### src/rtl/ff_pipe_arbiter.sv
// Round-robin arbiter feeding a fixed-depth tagged delay pipe.
// The pipe advances as a whole whenever the output stage is empty or being consumed.
module ff_pipe_arbiter #(
   parameter int unsigned WIDTH = 4,
   parameter int unsigned NREQ  = 4,
   parameter int unsigned DEPTH = 3
) (
   input  logic                      clk,
   input  logic                      rst,
   input  logic [NREQ-1:0]           req_valid_i,
   input  logic [NREQ*WIDTH-1:0]     req_data_i,
   output logic [NREQ-1:0]           req_ready_o,
   output logic                      resp_valid_o,
   output logic [$clog2(NREQ)-1:0]   resp_id_o,
   output logic [WIDTH-1:0]          resp_data_o,
   input  logic                      resp_ready_i,
   output logic                      busy_o
);

   localparam int unsigned IDW = $clog2(NREQ);

   logic [DEPTH-1:0] vld;
   logic [IDW-1:0]   sid  [DEPTH];
   logic [WIDTH-1:0] sdat [DEPTH];

   logic [IDW-1:0]   ptr;
   logic [IDW-1:0]   winner;
   logic             found;
   logic             adv;
   logic [WIDTH-1:0] win_data;
   int unsigned      cand;

   // Search requesters starting just after the last grant.
   always_comb begin
      found  = 1'b0;
      winner = '0;
      cand   = 0;
      for (int unsigned off = 1; off <= NREQ; off++) begin
         cand = (32'(ptr) + off) % NREQ;
         if (!found && req_valid_i[IDW'(cand)]) begin
            found  = 1'b1;
            winner = IDW'(cand);
         end
      end
   end

   always_comb begin
      win_data = '0;
      for (int unsigned k = 0; k < NREQ; k++) begin
         if (winner == IDW'(k)) begin
            win_data = req_data_i[k*WIDTH +: WIDTH];
         end
      end
   end

   assign adv = ~vld[DEPTH-1] | resp_ready_i;

   // Ready is suppressed during reset so nothing appears accepted while the pipe is cleared.
   assign req_ready_o = (adv && found && !rst) ? (NREQ'(1) << winner) : '0;

   always_ff @(posedge clk or posedge rst) begin
      if (rst) begin
         vld <= '0;
         ptr <= IDW'(NREQ - 1);
         for (int i = 0; i < DEPTH; i++) begin
            sid[i]  <= '0;
            sdat[i] <= '0;
         end
      end else if (adv) begin
         vld[0]  <= found;
         sid[0]  <= found ? winner : '0;
         sdat[0] <= found ? win_data : '0;
         for (int i = 1; i < DEPTH; i++) begin
            vld[i]  <= vld[i-1];
            sid[i]  <= sid[i-1];
            sdat[i] <= sdat[i-1];
         end
         if (found) begin
            ptr <= winner;
         end
      end
   end

   assign resp_valid_o = vld[DEPTH-1];
   assign resp_id_o    = sid[DEPTH-1];
   assign resp_data_o  = sdat[DEPTH-1];
   assign busy_o       = |vld;

endmodule

### config.mk
export PLATFORM = sky130hd
export DESIGN_NAME = ff_pipe_arbiter
export DESIGN_NICKNAME = d
export VERILOG_FILES = /design/src/rtl/ff_pipe_arbiter.sv
export SDC_FILE = /design/constraint.sdc
export NUM_CORES = 1
export LEC_CHECK = 0
export CORE_ASPECT_RATIO = 1.75
export CORE_UTILIZATION = 43
export DETAILED_ROUTE_END_ITERATION = 6
export PLACE_DENSITY_LB_ADDON = 0.12
export SLEW_MARGIN = 10
export SYNTH_ARGS = -nofsm -noshare
export SYNTH_HDL_FRONTEND = slang
export SYNTH_SLANG_ARGS = --single-unit
### constraint.sdc
create_clock -name clk -period 1.6 [get_ports clk]
set_input_delay 0.32 -clock clk [delete_from_list [all_inputs] [get_ports clk]]
set_output_delay 0.32 -clock clk [all_outputs]
set_load 0.02 [all_outputs]
==> flow_metrics.env, run 1 <==
export IMPL_status="finished, violations left"
export IMPL_violations="setup timing"
export IMPL_core_area_um2=2750
export IMPL_drc=0
export IMPL_numCtsBuffers=3
export IMPL_final_fill_count=243
export IMPL_fmax_mhz=469
export IMPL_start_util_pct=46.1
export IMPL_drive_gt1_share_pct=37.8
export IMPL_hold_start="sid[4]"
export IMPL_critical_path_slowest_cell="clkdlybuf4s50_1"
export IMPL_cp_required_ns=1.28
export IMPL_r2r_start="ptr[1]"
export IMPL_place_congestion=0.712
export IMPL_preCtsSetupSlack_ns=-1.06
export IMPL_peakVddDrop_mv=0.582
export IMPL_grt_use_total_pct=16.4
export IMPL_synth_cell_area_um2=1270
export IMPL_n_antenna_cell=0
export IMPL_ios=35
export IMPL_grt_pass1_wl_mm=3.94
export IMPL_layout_common_cells="clkdlybuf4s50_1, dfrtp_1, buf_4"
export IMPL_multi_input_area_um2=661
export IMPL_synth_area_per_cell_um2=11.7
export IMPL_die_h_um=73.9
export IMPL_cts_tree="yes"
export IMPL_slew_viol_final=0
export IMPL_io_buffers=34
export IMPL_crit_type="in -> out"
export IMPL_antenna_found_initial=0
export IMPL_cp_max_fo=4
export IMPL_finalCritPeriodShare_pct=133
export IMPL_critPathMaxStageDelay_ns=0.56
export IMPL_final_common_cell="clkdlybuf4s50_1"
export IMPL_dpl_cell_count=175
export IMPL_hold_viol_final=0
export IMPL_synth_main_ff_cell="dfrtp_1"
export IMPL_hp_class="reg -> reg"
export IMPL_area_growth_syn_to_layout_pct=42.4
export IMPL_dieArea_um2=3180
export IMPL_pwr_density_cell_nw_per_um2=1280
export IMPL_vias_per_cell=5.25
export IMPL_clk_pin_slew_ns=0.07
export IMPL_grt_overflow=0
export IMPL_grt_start_max_net_pins=24
export IMPL_dp_hpwl_mm=1.95
export IMPL_dr_total_vias=960
export IMPL_async_flop_share_pct=100
export IMPL_reg2reg_to="sdat[10]"
export IMPL_syn_inst=109
export IMPL_wl_met1_um=948
export IMPL_slew_headroom_pct=78.8
export IMPL_drt_iter0_markers=13
export IMPL_p_leak_uw=0.000812
export IMPL_dr_wl_met2_mm=1.37
export IMPL_setup_viol=9
export IMPL_die_x_um=43.1
export IMPL_cap_viol_max_count=0
export IMPL_setup_ws_ns=-0.533
export IMPL_skew_ns=0.000502
export IMPL_antenna_left=0
export IMPL_synth_distinct_cells=38
export IMPL_grt_pass1_vias=964
export IMPL_synth_fp_nets=132
export IMPL_clock_latency_ns=0.25
export IMPL_drtPass1Iterations=3
export IMPL_rsz0062_at_grt="true"
export IMPL_maxUsedRoutingLayer="met4"
export IMPL_hold_end="sid[4]"
export IMPL_synth_edf_count=0
export IMPL_min_period_ns=2.13
export IMPL_finalSetupTns_ns=-2.51
export IMPL_power_total_uw=2310
export IMPL_ys_seq_area_share_pct=45.5
export IMPL_hold_path_depth=1
export IMPL_synth_warning_count=0
export IMPL_clock_tree_buffer_depth=2
export IMPL_arrival_ns=1.81
export IMPL_final_nets=180
export IMPL_reg2reg_depth=6
export IMPL_root_buffer="clkbuf_8"
export IMPL_synth_seq_cells=23
export IMPL_rows=25
export IMPL_finalNonFillerCells=183
export IMPL_routedWlPerCell_um=13.2
export IMPL_worstSetupEndpointType="output port"
export IMPL_worstPathCellList="clkdlybuf4s50_1, a21oi_1, o31ai_4, nand2b_4, nor4_4, buf_4"
export IMPL_register_area_um2=578
export IMPL_cts_sinks=23
export IMPL_wirelength_mm=2.41
export IMPL_r2r_setup_slack_ns=-0.13
export IMPL_htree_levels=1
export IMPL_worstSetupStartpointType="input port"
export IMPL_dr_wl_met3_um=67
export IMPL_worst_pin_slew_ns=0.319
Yosys cell counts, types with 2 or more instances:
cell type	n	area (µm²)
nand2b_4	2	27.5
o21ai_1	4	20.0
dfstp_2	2	52.6
a21o_1	4	30.0
buf_4	6	45.0
a21oi_1	2	10.0
nand2_1	6	22.5
or2_2	2	12.5
dfrtp_1	21	526
and3_1	5	31.3
mux2i_1	5	50.1
o211ai_1	4	30.0
buf_2	2	10.0
a21boi_0	4	30.0
o21ai_0	2	10.0
mux2_2	12	135
nor4_1	2	12.5
inv_1	4	15.0
layout make-up:
type                            count  area share, %
Multi-Input combinational cell     72           36.5
Sequential cell                    23           32.0
Timing Repair Buffer               53           26.3
Clock buffer                        4           2.49
Tap cell                           27           1.87
Inverter                            4          0.830
state kept, by name, summed over array words and instances, names as in the netlist:
register     flops
ptr              2
sdat             8
sid              4
vld              3
resp_id_o        2
resp_data_o      4
worst max-delay path, delay by kind of cell:
family                 cells  cell delay, ns
buffers and inverters      2            0.73
AO/OA/AOI/OAI              2            0.51
AND/OR/NAND/NOR            2            0.25
cell families (layout without fill, tap and decap cells):
| group | after synthesis | in the layout | share of synthesized area, % |
|---|---|---|---|
| compound gates | 25 | 25 | 15.5 |
| simple gates | 29 | 29 | 16.0 |
| mux | 18 | 18 | 16.4 |
| flops | 23 | 23 | 45.5 |
| buf+inv | 14 | 61 | 6.70 |
worst max path at each step:
stage | slack, ns | end | depth (start not counted) | from
global route | -0.62 | req_ready_o[0] | 5 | ptr[1]
global placement | -0.97 | req_ready_o[0] | 6 | req_valid_i[2]
CTS | -0.60 | req_ready_o[0] | 5 | ptr[1]
floorplan | -0.23 | req_ready_o[0] | 5 | ptr[1]
finish | -0.53 | req_ready_o[0] | 6 | req_valid_i[0]
detailed placement | -1.06 | req_ready_o[1] | 6 | req_valid_i[2]
metrics by stage:
stage          cell area (µm²)  hold slack (ns)  util [%]
2_1_floorplan             1300            0.329         -
3_3_place_gp              1720            0.456      62.4
5_1_grt                   1810            0.495      65.7
3_5_place_dp              1720            0.463      62.4
4_1_cts                   1800            0.488      65.3
6_report                  1810            0.477      65.7
per-layer routing:
layer / global-route usage, % / vias up
met5: 0 / -
met4: 8.08 / 0
met3: 1.47 / 2
met2: 30.3 / 25
met1: 17.9 / 455
li1: - / 478
timing repair:
action | 4_1_cts | 5_1_grt
resized for setup | 36 | 1
pin swaps | 4 | 3
endpoints found under the hold margin | 0 | 0
buffers inserted | 3 | 1
setup endpoints to repair | 14 | 11
hold buffers | 0 | 0
power by group:
part	switching, µW	internal (µW)
clock network	156	177
registers	113	808
logic	469	589
No activity file was read; power rests on OpenSTA's default activity.
==> run 2: changes to the inputs <==
--- a/config.mk
+++ b/config.mk
@@ -8,7 +8,7 @@
 export CORE_ASPECT_RATIO = 1.75
 export CORE_UTILIZATION = 43
 export DETAILED_ROUTE_END_ITERATION = 6
-export PLACE_DENSITY_LB_ADDON = 0.12
+export PLACE_DENSITY = 0.88
 export SLEW_MARGIN = 10
 export SYNTH_ARGS = -nofsm -noshare
 export SYNTH_HDL_FRONTEND = slang
==> run 2 against run 1 <==
  * The flow still finishes with violations (setup timing)
  * Flip-flop and latch count is the same
  * Die area unchanged
  * Critical path depth did not move
  * Cell count increased by 1.6%
  * Utilization up 2.1 points
  * Fmax fell by 2.1%
  * Non-clock buffer count is 3 higher
  * Via count up 11%
  * Setup slack lost 0.045 ns
  * Cell area rose by 3.2%
==> flow_metrics.env, run 2 (same netlist as run 1, synthesis figures left out) <==
export IMPL_clock_latency_ns=0.27
export IMPL_critPathMaxStageDelay_ns=0.60
export IMPL_p_leak_uw=0.000847
export IMPL_peakVddDrop_mv=0.594
export IMPL_vias_per_cell=5.72
export IMPL_rows=25
export IMPL_final_nets=183
export IMPL_die_h_um=73.9
export IMPL_n_antenna_cell=0
export IMPL_htree_levels=1
export IMPL_finalSetupTns_ns=-3.65
export IMPL_register_area_um2=578
export IMPL_antenna_found_initial=0
export IMPL_status="finished, violations left"
export IMPL_dp_hpwl_mm=2.18
export IMPL_core_area_um2=2750
export IMPL_hp_class="reg -> reg"
export IMPL_final_fill_count=212
export IMPL_cap_viol_max_count=0
export IMPL_skew_ns=0.00301
export IMPL_wirelength_mm=3.04
export IMPL_io_buffers=34
export IMPL_critical_path_slowest_cell="dfstp_2"
export IMPL_place_congestion=0.875
export IMPL_setup_viol=11
export IMPL_hold_ws_ns=0.507
export IMPL_hold_viol_final=0
export IMPL_arrival_ns=1.86
export IMPL_drt_iter0_markers=20
export IMPL_cp_max_fo=5
export IMPL_ios=35
export IMPL_area_growth_syn_to_layout_pct=46.9
export IMPL_regMostFlops="sdat"
export IMPL_drtPass1Iterations=4
export IMPL_grt_pass1_wl_mm=4.86
export IMPL_cts_sinks=23
export IMPL_multi_input_area_um2=672
export IMPL_pwr_density_cell_nw_per_um2=1320
export IMPL_dr_total_vias=1063
export IMPL_crit_type="reg -> out"
export IMPL_min_period_ns=2.18
export IMPL_dieArea_um2=3180
export IMPL_cts_hold_buf=0
export IMPL_clk_pin_slew_ns=0.08
export IMPL_final_common_cell="clkdlybuf4s50_1"
export IMPL_root_buffer="clkbuf_8"
export IMPL_crit_buf_inv=2
export IMPL_cp_required_ns=1.28
export IMPL_finalNonFillerCells=186
export IMPL_routedWlPerCell_um=16.3
export IMPL_worstSetupEndpointType="output port"
export IMPL_antenna_left=0
export IMPL_slew_viol_final=0
export IMPL_worst_pin_slew_ns=0.340
export IMPL_setup_ws_ns=-0.578
export IMPL_rsz0062_at_grt="true"
export IMPL_drive_gt1_share_pct=40.3
export IMPL_dpl_cell_count=175
export IMPL_die_x_um=43.1
export IMPL_fmax_mhz=459
export IMPL_cts_tree="yes"
export IMPL_grt_overflow=0
export IMPL_largest_reg_flops=8
export IMPL_clock_tree_buffer_depth=2
export IMPL_critPathTopFamily="flip-flops"
export IMPL_grt_start_max_net_pins=24
export IMPL_drc=0
export IMPL_slew_headroom_pct=77.3
export IMPL_grt_pass1_vias=1108
export IMPL_worstPathCellList="buf_12, mux2i_4, o22ai_4, nor2_8, and3_4, buf_6"
export IMPL_utilization_pct=67.8
export IMPL_start_util_pct=46.1
export IMPL_layout_common_cells="clkdlybuf4s50_1, buf_4, dfrtp_1"
export IMPL_violations="setup timing"
export IMPL_numCtsBuffers=3
export IMPL_worstSetupStartpointType="flop"
export IMPL_grt_use_total_pct=20.3
export IMPL_finalCritPeriodShare_pct=136
-- run 2: per-stage QoR --
stage	total power, µW	area, µm²	setup slack, ns
after floorplan	1650	1300	-0.230
after global placement	1900	1720	-0.997
after detailed placement	1980	1720	-1.07
after CTS	2410	1840	-0.613
after global routing	2600	1870	-0.646
final	2460	1870	-0.578
-- run 2: worst paths after layout --
check | from | end | slack (ns) | cells after the start
setup reg to reg | ptr[1] | sdat[9] | -0.35 | 8
hold / removal | sid[4] | sid[4] | 0.51 | 1
hold reg to reg | sid[4] | sid[4] | 0.51 | 1
setup / recovery | ptr[1] | req_ready_o[2] | -0.58 | 6
max in group asynchronous | rst | ptr[1] | 0.65 | 3
min in group asynchronous | rst | vld[1] | 0.68 | 3
-- run 2: layout make-up --
| cell class | count | area share, % |
|---|---|---|
| inverter | 4 | 0.805 |
| clock inverter | 1 | 0.268 |
| clock buffer | 3 | 2.21 |
| multi-input combinational | 72 | 36.0 |
| tap | 27 | 1.81 |
| timing repair buffer | 56 | 27.9 |
| sequential | 23 | 31.0 |
-- run 2: layer usage --
layer,GRT usage (%),wire (µm),vias to the layer above
li1,-,-,485
met5,0,0,-
met2,39.8,1780,43
met1,20.8,1050,526
met4,10.1,114,0
met3,0.983,85,9
-- run 2: power breakdown --
part | total (µW) | switching [µW] | internal [µW]
Sequential | 925 | 117 | 808
Clock | 364 | 190 | 174
Combinational | 1170 | 523 | 645
-- run 2: timing repair --
item,in CTS,in global routing
pin swaps,6,5
setup endpoints to repair,12,12
buffers inserted,5,2
resized for setup,34,5
==> RTL change: new RTL, config.mk and constraints of run 1 <==
Make the reset (`rst`) synchronous in one clocked block.
--- a/src/rtl/ff_pipe_arbiter.sv
+++ b/src/rtl/ff_pipe_arbiter.sv
@@ -58,7 +58,7 @@
    // Ready is suppressed during reset so nothing appears accepted while the pipe is cleared.
    assign req_ready_o = (adv && found && !rst) ? (NREQ'(1) << winner) : '0;
 
-   always_ff @(posedge clk or posedge rst) begin
+   always_ff @(posedge clk) begin
       if (rst) begin
          vld <= '0;
          ptr <= IDW'(NREQ - 1);
Check against the original RTL: differs if rst is asserted again (counterexample within 4 cycles, from zero or initial values and one cycle with rst high); with rst held inactive, the same outputs for 10 cycles.
==> RTL change against run 1 <==
The flow still finishes with violations (negative setup slack); worst setup slack better by 0.31 ns; wire length shrank 20%; area after synthesis decreased by 13%; synthesized cell count down 12%; sequential cell count unchanged; design area fell by 12%; sequential share of layout area up 8.7 points; clock skew is essentially flat; maximum frequency is 17% higher; highest routed layer unchanged.
Power is not compared: it rests on default switching activity, and its combinational part moved more than twofold at a synthesized area within 25%.
==> RTL change: results (changes against run 1) <==
| Metric | Value |
|---|---|
| Met2 usage | 0.305 (+0.00163) |
| RR Endpoint | sdat[0][2]$_SDFFCE_PN0P_ |
| Reg2reg start | ptr[0]$_SDFFE_PP1N_ |
| Routed wl met3 | 59 um (-12%) |
| Setup crit end | req_ready_o[2] |
| Drt total wl | 1930 um (-20%) |
| Hpwl dp | 1470 um (-25%) |
| Share of layout cells above drive strength 1 | 0.277 (-0.101) |
| Wire length per cell | 11.8 um (-10%) |
| Met1 Usage GRT | 0.154 (-0.0251) |
| CP peak stage delay | 0.38 ns (-0.18 ns) |
| Vias in the first global route | 840 (-13%) |
| Met2 Wirelength | 1150 um (-16%) |
| Sequential-to-total area share from yosys stat | 0.577 (+0.122) |
| Area contributors post-synth | edfxtp_1, dfxtp_1, mux2i_1 |
| DP Worst Slack | -0.995 ns (+0.0665 ns) |
| Vias | 809 (-16%) |
| Slew Limit Headroom | 0.720 (-0.0674) |
| Arr. time, crit path | 1.50 ns (-0.31 ns) |
| Filler cell count | 222 (-8.6%) |
| Final instance area | 1600 um^2 (-12%) |
| TNS Setup | -1.07 ns (+1.44 ns) |
| Post-Syn Area per Cell | 11.6 um^2 (-0.78%) |
| Post-Route M1 WL | 674 um (-29%) |
| Ys async rst share | 0 (-1.00) |
| Distinct cells, synth | 27 (-29%) |
| Initial drt markers | 27 (+14) |
| Failing checks | negative setup slack |
| Drt pass-1 iters | 2 (-1) |
| Outcome | complete, but fails checks |
| Final WS setup | -0.225 ns (+0.308 ns) |
| Setup-failing EPs final | 8 (-1) |
| Worst Hold Depth | 2 (+1) |
| Synth Net Count | 119 (-9.8%) |
| Gpl congestion | 0.751 (+5.5%) |
| Pin count of the biggest net entering global routing | 20 (-17%) |
| # nets final | 161 (-11%) |
| First-pass GRT wire length | 3270 um (-17%) |
| Clock Skew | 0.000843 ns (+0.000341 ns) |
| Delay-heaviest family, CP | compound AO/OA/AOI/OAI gates |
## RTL change: cell families (layout without fill, tap and decap cells)
| logic type | Yosys count | after routing | share of synthesized area |
|---|---|---|---|
| simple gates | 35 | 35 | 0.176 |
| flops | 23 | 23 | 0.577 |
| mux | 9 | 9 | 0.0812 |
| buf+inv | 14 | 55 | 0.0744 |
| compound gates | 15 | 15 | 0.0913 |
## RTL change: how the worst min path moves through the flow
stage	start	endpoint	slack (ns)
6_report	vld[1]$_SDFFE_PP0N_	vld[2]$_SDFFE_PP0N_	0.46
5_1_grt	vld[1]$_SDFFE_PP0N_	vld[2]$_SDFFE_PP0N_	0.50
4_1_cts	vld[1]$_SDFFE_PP0N_	vld[2]$_SDFFE_PP0N_	0.47
3_5_place_dp	vld[1]$_SDFFE_PP0N_	vld[2]$_SDFFE_PP0N_	0.46
3_3_place_gp	vld[1]$_SDFFE_PP0N_	vld[2]$_SDFFE_PP0N_	0.45
2_1_floorplan	rst	vld[2]$_SDFFE_PP0N_	0.39
## RTL change: layout make-up
type,count,share of cell area
well taps,26,0.0204
multi-input cells,59,0.269
clock buffers,4,0.0282
flip-flops and latches,23,0.406
inverters,6,0.0141
repair buffers,45,0.262
## RTL change: timing repair
action	CTS	global route
setup buffers	2	1
pin swaps	4	5
setup endpoints to repair	14	8
cloned	0	0
gates resized for setup	53	2
## RTL change: power by group through the flow
| stage | clock, mW | sequential (mW) | combinational (mW) |
|---|---|---|---|
| after floorplan | 0 | 0.739 | 0.195 |
| after global placement | 0 | 0.742 | 0.318 |
| after detailed placement | 0 | 0.743 | 0.327 |
| after CTS | 0.354 | 0.733 | 0.358 |
| after global routing | 0.379 | 0.739 | 0.382 |
| final | 0.340 | 0.732 | 0.350 |
